### src/rtl/prog_loader.sv
// Serial program loader: parses a length-prefixed byte stream into 16-bit words,
// writes them to program memory and verifies a trailing XOR checksum.
module prog_loader #(
    parameter logic [9:0]  BASE_ADDR = 10'd0,
    parameter int unsigned MAX_WORDS = 1024
) (
    input  logic        clk,
    input  logic        reset,
    input  logic        start,
    input  logic [7:0]  byte_in,
    input  logic        byte_valid,
    output logic        byte_ready,
    output logic        wr_en,
    output logic [9:0]  wr_addr,
    output logic [15:0] wr_data,
    output logic        busy,
    output logic        done,
    output logic        error,
    output logic [10:0] word_count
);

    localparam int unsigned BYTE_W = 8;
    localparam int unsigned LEN_W  = 16;
    localparam int unsigned ADDR_W = 10;
    localparam int unsigned CNT_W  = 11;

    typedef enum logic [3:0] {
        S_IDLE,
        S_LEN_HI,
        S_LEN_LO,
        S_DATA_HI,
        S_DATA_LO,
        S_WRITE,
        S_CHK,
        S_DONE,
        S_ERR
    } state_t;

    state_t             state;
    state_t             state_nxt;
    logic [LEN_W-1:0]   len;
    logic [LEN_W-1:0]   len_full;
    logic [BYTE_W-1:0]  data_hi;
    logic [BYTE_W-1:0]  acc;
    logic [CNT_W-1:0]   wc_inc;
    logic               xfer;
    logic               start_ok;

    function automatic logic is_rx(input state_t s);
        return (s == S_LEN_HI) || (s == S_LEN_LO) || (s == S_DATA_HI) ||
               (s == S_DATA_LO) || (s == S_CHK);
    endfunction

    function automatic logic is_rest(input state_t s);
        return (s == S_IDLE) || (s == S_DONE) || (s == S_ERR);
    endfunction

    // Next-state decode; byte_ready is registered from the same state so it gates xfer exactly.
    always_comb begin
        state_nxt = state;
        xfer      = byte_valid & byte_ready;
        start_ok  = is_rest(state) & start;
        len_full  = {len[LEN_W-1:BYTE_W], byte_in};
        wc_inc    = word_count + CNT_W'(1);
        case (state)
            S_IDLE, S_DONE, S_ERR: if (start) state_nxt = S_LEN_HI;
            S_LEN_HI:  if (xfer) state_nxt = S_LEN_LO;
            S_LEN_LO: begin
                if (xfer) begin
                    if (len_full == LEN_W'(0))
                        state_nxt = S_CHK;
                    else if (32'(len_full) > MAX_WORDS)
                        state_nxt = S_ERR;
                    else
                        state_nxt = S_DATA_HI;
                end
            end
            S_DATA_HI: if (xfer) state_nxt = S_DATA_LO;
            S_DATA_LO: if (xfer) state_nxt = S_WRITE;
            S_WRITE:   state_nxt = (LEN_W'(wc_inc) == len) ? S_CHK : S_DATA_HI;
            S_CHK:     if (xfer) state_nxt = (byte_in == acc) ? S_DONE : S_ERR;
            default:   state_nxt = S_IDLE;
        endcase
    end

    // State, datapath and status outputs, all registered.
    always_ff @(posedge clk or negedge reset) begin
        if (!reset) begin
            state      <= S_IDLE;
            len        <= '0;
            data_hi    <= '0;
            acc        <= '0;
            byte_ready <= 1'b0;
            wr_en      <= 1'b0;
            wr_addr    <= '0;
            wr_data    <= '0;
            busy       <= 1'b0;
            done       <= 1'b0;
            error      <= 1'b0;
            word_count <= '0;
        end else begin
            state      <= state_nxt;
            byte_ready <= is_rx(state_nxt);
            busy       <= !is_rest(state_nxt);
            done       <= (state_nxt == S_DONE);
            error      <= (state_nxt == S_ERR);
            wr_en      <= (state_nxt == S_WRITE);
            if (start_ok) begin
                word_count <= '0;
                acc        <= '0;
            end
            case (state)
                S_LEN_HI: if (xfer) len[LEN_W-1:BYTE_W] <= byte_in;
                S_LEN_LO: if (xfer) len[BYTE_W-1:0] <= byte_in;
                S_DATA_HI: begin
                    if (xfer) begin
                        data_hi <= byte_in;
                        acc     <= acc ^ byte_in;
                    end
                end
                // Address and data change only together with the write strobe.
                S_DATA_LO: begin
                    if (xfer) begin
                        wr_data <= {data_hi, byte_in};
                        wr_addr <= BASE_ADDR + word_count[ADDR_W-1:0];
                        acc     <= acc ^ byte_in;
                    end
                end
                S_WRITE: word_count <= wc_inc;
                default: ;
            endcase
        end
    end

endmodule
### config.mk
export PLATFORM = sky130hd
export DESIGN_NAME = prog_loader
export DESIGN_NICKNAME = d
export VERILOG_FILES = /design/src/rtl/prog_loader.sv
export SDC_FILE = /design/constraint.sdc
export NUM_CORES = 1
export LEC_CHECK = 0
export BUFFER_PORTS_ARGS = -buffer_cell sky130_fd_sc_hd__buf_4
export CORE_MARGIN = 10
export CORE_UTILIZATION = 30
export CTS_CLUSTER_DIAMETER = 60
export CTS_CLUSTER_SIZE = 20
export DETAILED_ROUTE_END_ITERATION = 6
export PLACE_DENSITY_LB_ADDON = 0.05
export SLEW_MARGIN = 15
export SYNTH_ARGS = -nofsm -noshare
export SYNTH_HDL_FRONTEND = slang
export SYNTH_SLANG_ARGS = --single-unit
### constraint.sdc
create_clock -name clk -period 2.9 [get_ports clk]
set_clock_uncertainty 0.15 [all_clocks]
set_input_delay 0.435 -clock clk [delete_from_list [all_inputs] [get_ports clk]]
set_output_delay 0.435 -clock clk [all_outputs]
set_load 0.005 [all_outputs]
==> metrics, run 1 <==
Setup CP Type=reg2reg; Critical Path AT=2.64 ns; Setup TNS=0 ns; layout cells sized above 1=23.82%; Clk pwr share=29.9%; Post-Syn Instances=414; Syn. warnings=0; DRT antenna net count=0; final hold violation count=0; Syn Area/Cell=9.420 µm²; number of max-cap violations=0; unrepaired setup endpoints after global routing=no; DRC viols=0; worst-case reg-to-reg path depth=7; status=finished clean; Hold EP=wr_data[0]; vias in the first global route=3116; Hold Crit Depth=3; clk slew on worst S/H paths=0.06 ns; CTS Buf Count=9; placed wire-length estimate=7286 µm; RR Endpoint=state[0]; Post-Synthesis Cell Area=3900 µm²; Hold Crit Class=in2reg; Main synth FF type=dfrtp_1; Psw=1440 µW; P_int=3020 µW; DP Area=4473 µm²; GP Congestion=0.8266; R2R Setup Slk=0.34 ns; Core Footprint=12670 µm²; via count=3093; post-route cell area=4831 µm²; part of the power in registers=39.5%; num ports=54; fmax=390.9 MHz; Slew headroom=54.76%; routed vias/inst=4.848; number of synthesized register bits=78; EDFF count, synth=0; Clock Sinks=78; Initial DRC Count=183; final setup vio count=0; Crit Reg-Reg Startpoint=word_count[0]; Post-synth ARST share=100.0%; fin crit share=88.22%; Rows=41; critical path required time=2.98 ns; clock buffer depth=2; register area share after synthesis=50.05%; total iterations of the first detailed-routing run=4; Worst-Skew Late Latency=0.34 ns; antenna cells=0; pins over their slew limit=0; WL/cell=16.64 µm; final wirelength=10610 µm; commonest non-fill, non-tap cell in the layout=nand2_1; Power Dens Cells=923.2 nW/µm²; CP Launch Type=flip-flop; commonest cells after routing, fill and taps aside=101 x nand2_1, 78 x dfrtp_1, 60 x buf_4; largest net degree at the start of global routing=46; min-delay src=byte_in[0]; crit path time final=2.558 ns; count of cell types in the netlist=52; full die area=17960 µm²; Pleak=0.002224 µW; Die X=134.0 µm; Synth area leaders=dfrtp_1 50%, nand2_1 9.7%, mux2_2 6.9%, o21ai_0 4.9%, xnor2_1 3.8%; top cell type's share of synthesized area=50.05%; Switching Share=32.29%; initial antenna violation count=0; starting density of the core=30.78%; port bufs=53; post-layout net count=474; actual slew at the worst max-slew pin=0.6749 ns; Critical path origin=word_count[0]; Chip Height=134.0 µm; P&R area growth vs syn=23.87%; Worst setup EP type=flip-flop; first-pass GRT wire length=17470 µm; post-synth top area cell=dfrtp_1; crit-path max FO=9; root buffer cell=clkbuf_16; htree depth=3; syn nets=427; Total Power=4460 µW; fill count=1285; combinational power share=30.5%; CTS tree=built; gr usage total=12.21%; grt total ovfl=0; Max VDD drop=0.3477 mV
Yosys cell counts (all sizes together), types with 3 or more instances:
cell type	n
mux2	24
nand4	3
dfrtp	78
xnor2	17
and3	3
nor4	8
a21bo	3
o31ai	6
clkbuf	12
inv	8
buf	14
nand2	103
nor2b	6
xor2	3
nor3	10
o21ai	39
a21oi	6
nand3	8
nand2b	10
nor2	21
layout make-up:
cell class	count	area (µm²)	area share (%)
well taps	172	215.2	4.455
multi-input cells	301	1802	37.30
repair buffers	62	480.5	9.946
clock buffers	10	239.0	4.947
inverters	9	33.78	0.6993
flip-flops and latches	78	1952	40.40
clock inverters	6	108.9	2.253
timing repair:
item	in CTS	in global routing
buffers inserted	0	0
resized for setup	0	0
hold buffers	1	0
setup endpoints to repair	0	0
hold endpoints to repair	44	0
cell families (layout without fill, tap and decap cells):
kind of cell	after synthesis	count (layout)	share of synthesized area, %
xor gates and xnor gates	20	20	4.492
muxes	26	26	7.443
DFF	78	78	50.05
buffers and inverters	35	87	3.754
AOI/OAI and AO/OA	72	72	11.58
and+or+nand+nor	182	182	22.36
adders and majority gates	1	1	0.3208
worst max-delay path, stage by stage, from the launching register on:
cell and delay [ns]:
dfrtp_1 0.50, ha_1 0.35, nand3_4 0.17, nor3_1 0.50
xor2_1 0.13, a221oi_1 0.28, nand4_1 0.16, a21bo_1 0.21
registers in the layout, indices dropped and copies added, names as in the netlist:
signal / count
byte_ready: 1
state: 4
acc: 8
done: 1
wr_addr: 10
wr_en: 1
error: 1
busy: 1
data_hi: 8
len: 16
wr_data: 16
word_count: 11
per-stage QoR:
stage	instances	hold slack, ns	setup WS (ns)	utilization, %
floorplan	414	-0.01059	0.6218	-
global placement	621	0.3024	0.4748	35.30
detailed placement	621	0.3133	0.3341	35.30
CTS	638	0.2235	0.3223	38.13
global route	638	0.2355	0.08239	38.13
finish	638	0.2325	0.3417	38.13
power groups by stage:
stage	clock network (µW)	logic, µW	registers, µW
after CTS	1370	1380	1760
after floorplan	0	958	1680
after global routing	1420	1550	1820
after global placement	0	1360	1770
final	1330	1360	1760
after detailed placement	0	1380	1780
how the worst max path moves through the flow:
| stage | end | slack (ns) | cells after the start |
|---|---|---|---|
| global route | state[0] | 0.08 | 7 |
| detailed placement | state[0] | 0.33 | 7 |
| global placement | state[0] | 0.47 | 7 |
| finish | state[0] | 0.34 | 7 |
| CTS | state[0] | 0.32 | 7 |
| floorplan | state[0] | 0.62 | 7 |
routing by layer:
layer  track usage, %  wire [µm]  vias to the layer above
li1                 -          -                     1523
met1            16.36       5178                     1486
met2            18.36       4643                       72
met3            2.950        605                       12
met4            5.079        187                        0
met5                0          0                        -
Power figures use the tool's default switching activity.
==> run 2: changes to the inputs <==
- CELL_PAD_IN_SITES_DETAIL_PLACEMENT: default -> 1
- CELL_PAD_IN_SITES_GLOBAL_PLACEMENT: default -> 1
==> metrics, run 2 (synthesis gave the netlist of run 1 again) <==
pins over their slew limit=0 (unchanged); setup bufs post-CTS=0 (unchanged); total iterations of the first detailed-routing run=4 (unchanged); Max VDD drop=0.3538 mV (was 0.3477 mV); Core Footprint=12670 µm² (unchanged); final wirelength=11280 µm (was 10610 µm); P_int=2918 µW (was 3020 µW); Die X=134.0 µm (unchanged); combinational power share=31.6% (was 30.5%); Total Power=4387 µW (was 4460 µW); Setup TNS=0 ns (unchanged); DRT antenna net count=0 (unchanged); GP Congestion=0.7905 (was 0.8266); CP Launch Type=flip-flop (unchanged); DP Area=4481 µm² (was 4473 µm²); vias in the first global route=3494 (was 3116); Power Dens Cells=911.6 nW/µm² (was 923.2 nW/µm²); Post-CTS Hold Buffers=1 (unchanged); final hold violation count=0 (unchanged); starting density of the core=30.78% (unchanged); Critical Path AT=2.70 ns (was 2.64 ns); crit-path max FO=9 (unchanged); via count=3171 (was 3093); root buffer cell=clkbuf_16 (unchanged); antenna cells=0 (unchanged); num ports=54 (unchanged); crit path time final=2.621 ns (was 2.558 ns); first-pass GRT wire length=18950 µm (was 17470 µm); final setup vio count=0 (unchanged); post-layout net count=475 (was 474); Top Registers=len: 16 flops, wr_data: 16 flops, word_count: 11 flops (unchanged); critical path's largest stage delay=0.52 ns (was 0.50 ns); post-route cell area=4812 µm² (was 4831 µm²); Worst setup EP type=flip-flop (unchanged); clock buffer depth=2 (unchanged); Initial DRC Count=127 (was 183); commonest cells after routing, fill and taps aside=101 x nand2_1, 78 x dfrtp_1, 61 x buf_4 (was 101 x nand2_1, 78 x dfrtp_1, 60 x buf_4); Switching Share=33.49% (was 32.29%); Pleak=0.002206 µW (was 0.002224 µW); fmax=381.5 MHz (was 390.9 MHz); Setup CP Type=reg2reg (unchanged); Psw=1469 µW (was 1440 µW); critical path required time=2.98 ns (about the same); Resize count post-CTS=0 (unchanged); P&R area growth vs syn=23.39% (was 23.87%); CP max stage cell=nor3_1 (was dfrtp_1); actual slew at the worst max-slew pin=0.9249 ns (was 0.6749 ns); largest net degree at the start of global routing=42 (was 46); CTS Buf Count=9 (unchanged); commonest non-fill, non-tap cell in the layout=nand2_1 (unchanged); Chip Height=134.0 µm (unchanged); placed wire-length estimate=7958 µm (was 7286 µm); Slew headroom=38.11% (was 54.76%); port bufs=53 (unchanged); clk slew on worst S/H paths=0.06 ns (about the same); unrepaired setup endpoints after global routing=no (unchanged); WL/cell=17.66 µm (was 16.64 µm); layout cells sized above 1=23.77% (was 23.82%); R2R Setup Slk=0.28 ns (was 0.34 ns); routed vias/inst=4.962 (was 4.848); DRC viols=0 (unchanged); full die area=17960 µm² (unchanged); number of max-cap violations=0 (unchanged); Worst-Skew Late Latency=0.34 ns (about the same); CP cell instances=ha_1, nand3_4, nor3_1, xor2_1, a221oi_1, nand4_1, a21bo_1 (unchanged); part of the power in registers=40.2% (was 39.5%); Clock Sinks=78 (unchanged); fin crit share=90.38% (was 88.22%); Hold Crit Class=in2reg (unchanged); gr usage total=13.25% (was 12.21%); dpl ws=0.2670 ns (was 0.3341 ns); CTS tree=built (unchanged); status=finished clean (unchanged); initial antenna violation count=0 (unchanged); Rows=41 (unchanged); grt total ovfl=0 (unchanged); final worst-path setup slack=0.2788 ns (was 0.3417 ns); Clk pwr share=28.2% (was 29.9%); htree depth=3 (unchanged)
-- run 2: cell count changes in the layout (fill, tap and decap cells not counted), sizes merged --
cell and delta:
buf +1, inv +2, clkinv -3, bufinv -1
clkinvlp +2
-- run 2: path summary, 6_finish.rpt --
kind / from / end / depth (start not counted)
max: word_count[0] / state[0] / 7
min: byte_in[0] / wr_data[0] / 3
max reg2reg: word_count[0] / state[0] / 7
min reg2reg: wr_addr[5] / wr_addr[5] / 2
max in group asynchronous: reset / acc[1] / 3
min in group asynchronous: reset / state[3] / 2
-- run 2: power by group through the flow --
stage	clock network (µW)	registers [µW]	logic [µW]
final	1240	1760	1390
after global routing	1330	1830	1560
after detailed placement	0	1780	1420
after global placement	0	1760	1390
after CTS	1280	1770	1420
after floorplan	0	1680	958
-- run 2: final cells by class --
| type | instances | area, µm² |
|---|---|---|
| Inverter | 9 | 33.78 |
| Clock inverter | 6 | 92.59 |
| Fill cell | 1450 | 7859 |
| Timing Repair Buffer | 63 | 488.0 |
| Multi-Input combinational cell | 301 | 1802 |
| Tap cell | 172 | 215.2 |
| Sequential cell | 78 | 1952 |
| Clock buffer | 10 | 229.0 |
-- run 2: critical path, delay by kind of cell (launching register included) --
| kind | cells | cell delay [ns] |
|---|---|---|
| xor+xnor | 1 | 0.14 |
| simple gates | 3 | 0.87 |
| fa+ha+maj | 1 | 0.35 |
| flops | 1 | 0.51 |
| compound gates | 2 | 0.49 |
-- run 2: stage by stage --
stage | hold slack (ns) | instances | util [%]
detailed placement | 0.3035 | 622 | 35.36
global placement | 0.3044 | 622 | 35.36
floorplan | -0.01059 | 414 | -
finish | 0.2263 | 639 | 37.98
global route | 0.2400 | 639 | 37.98
CTS | 0.2174 | 639 | 37.98
-- run 2: metal layers --
| metal | wire length [µm] | global-route usage, % |
|---|---|---|
| met3 | 564 | 3.137 |
| met1 | 5225 | 16.76 |
| met2 | 5384 | 21.31 |
| met5 | 0 | 0 |
| met4 | 107 | 5.260 |
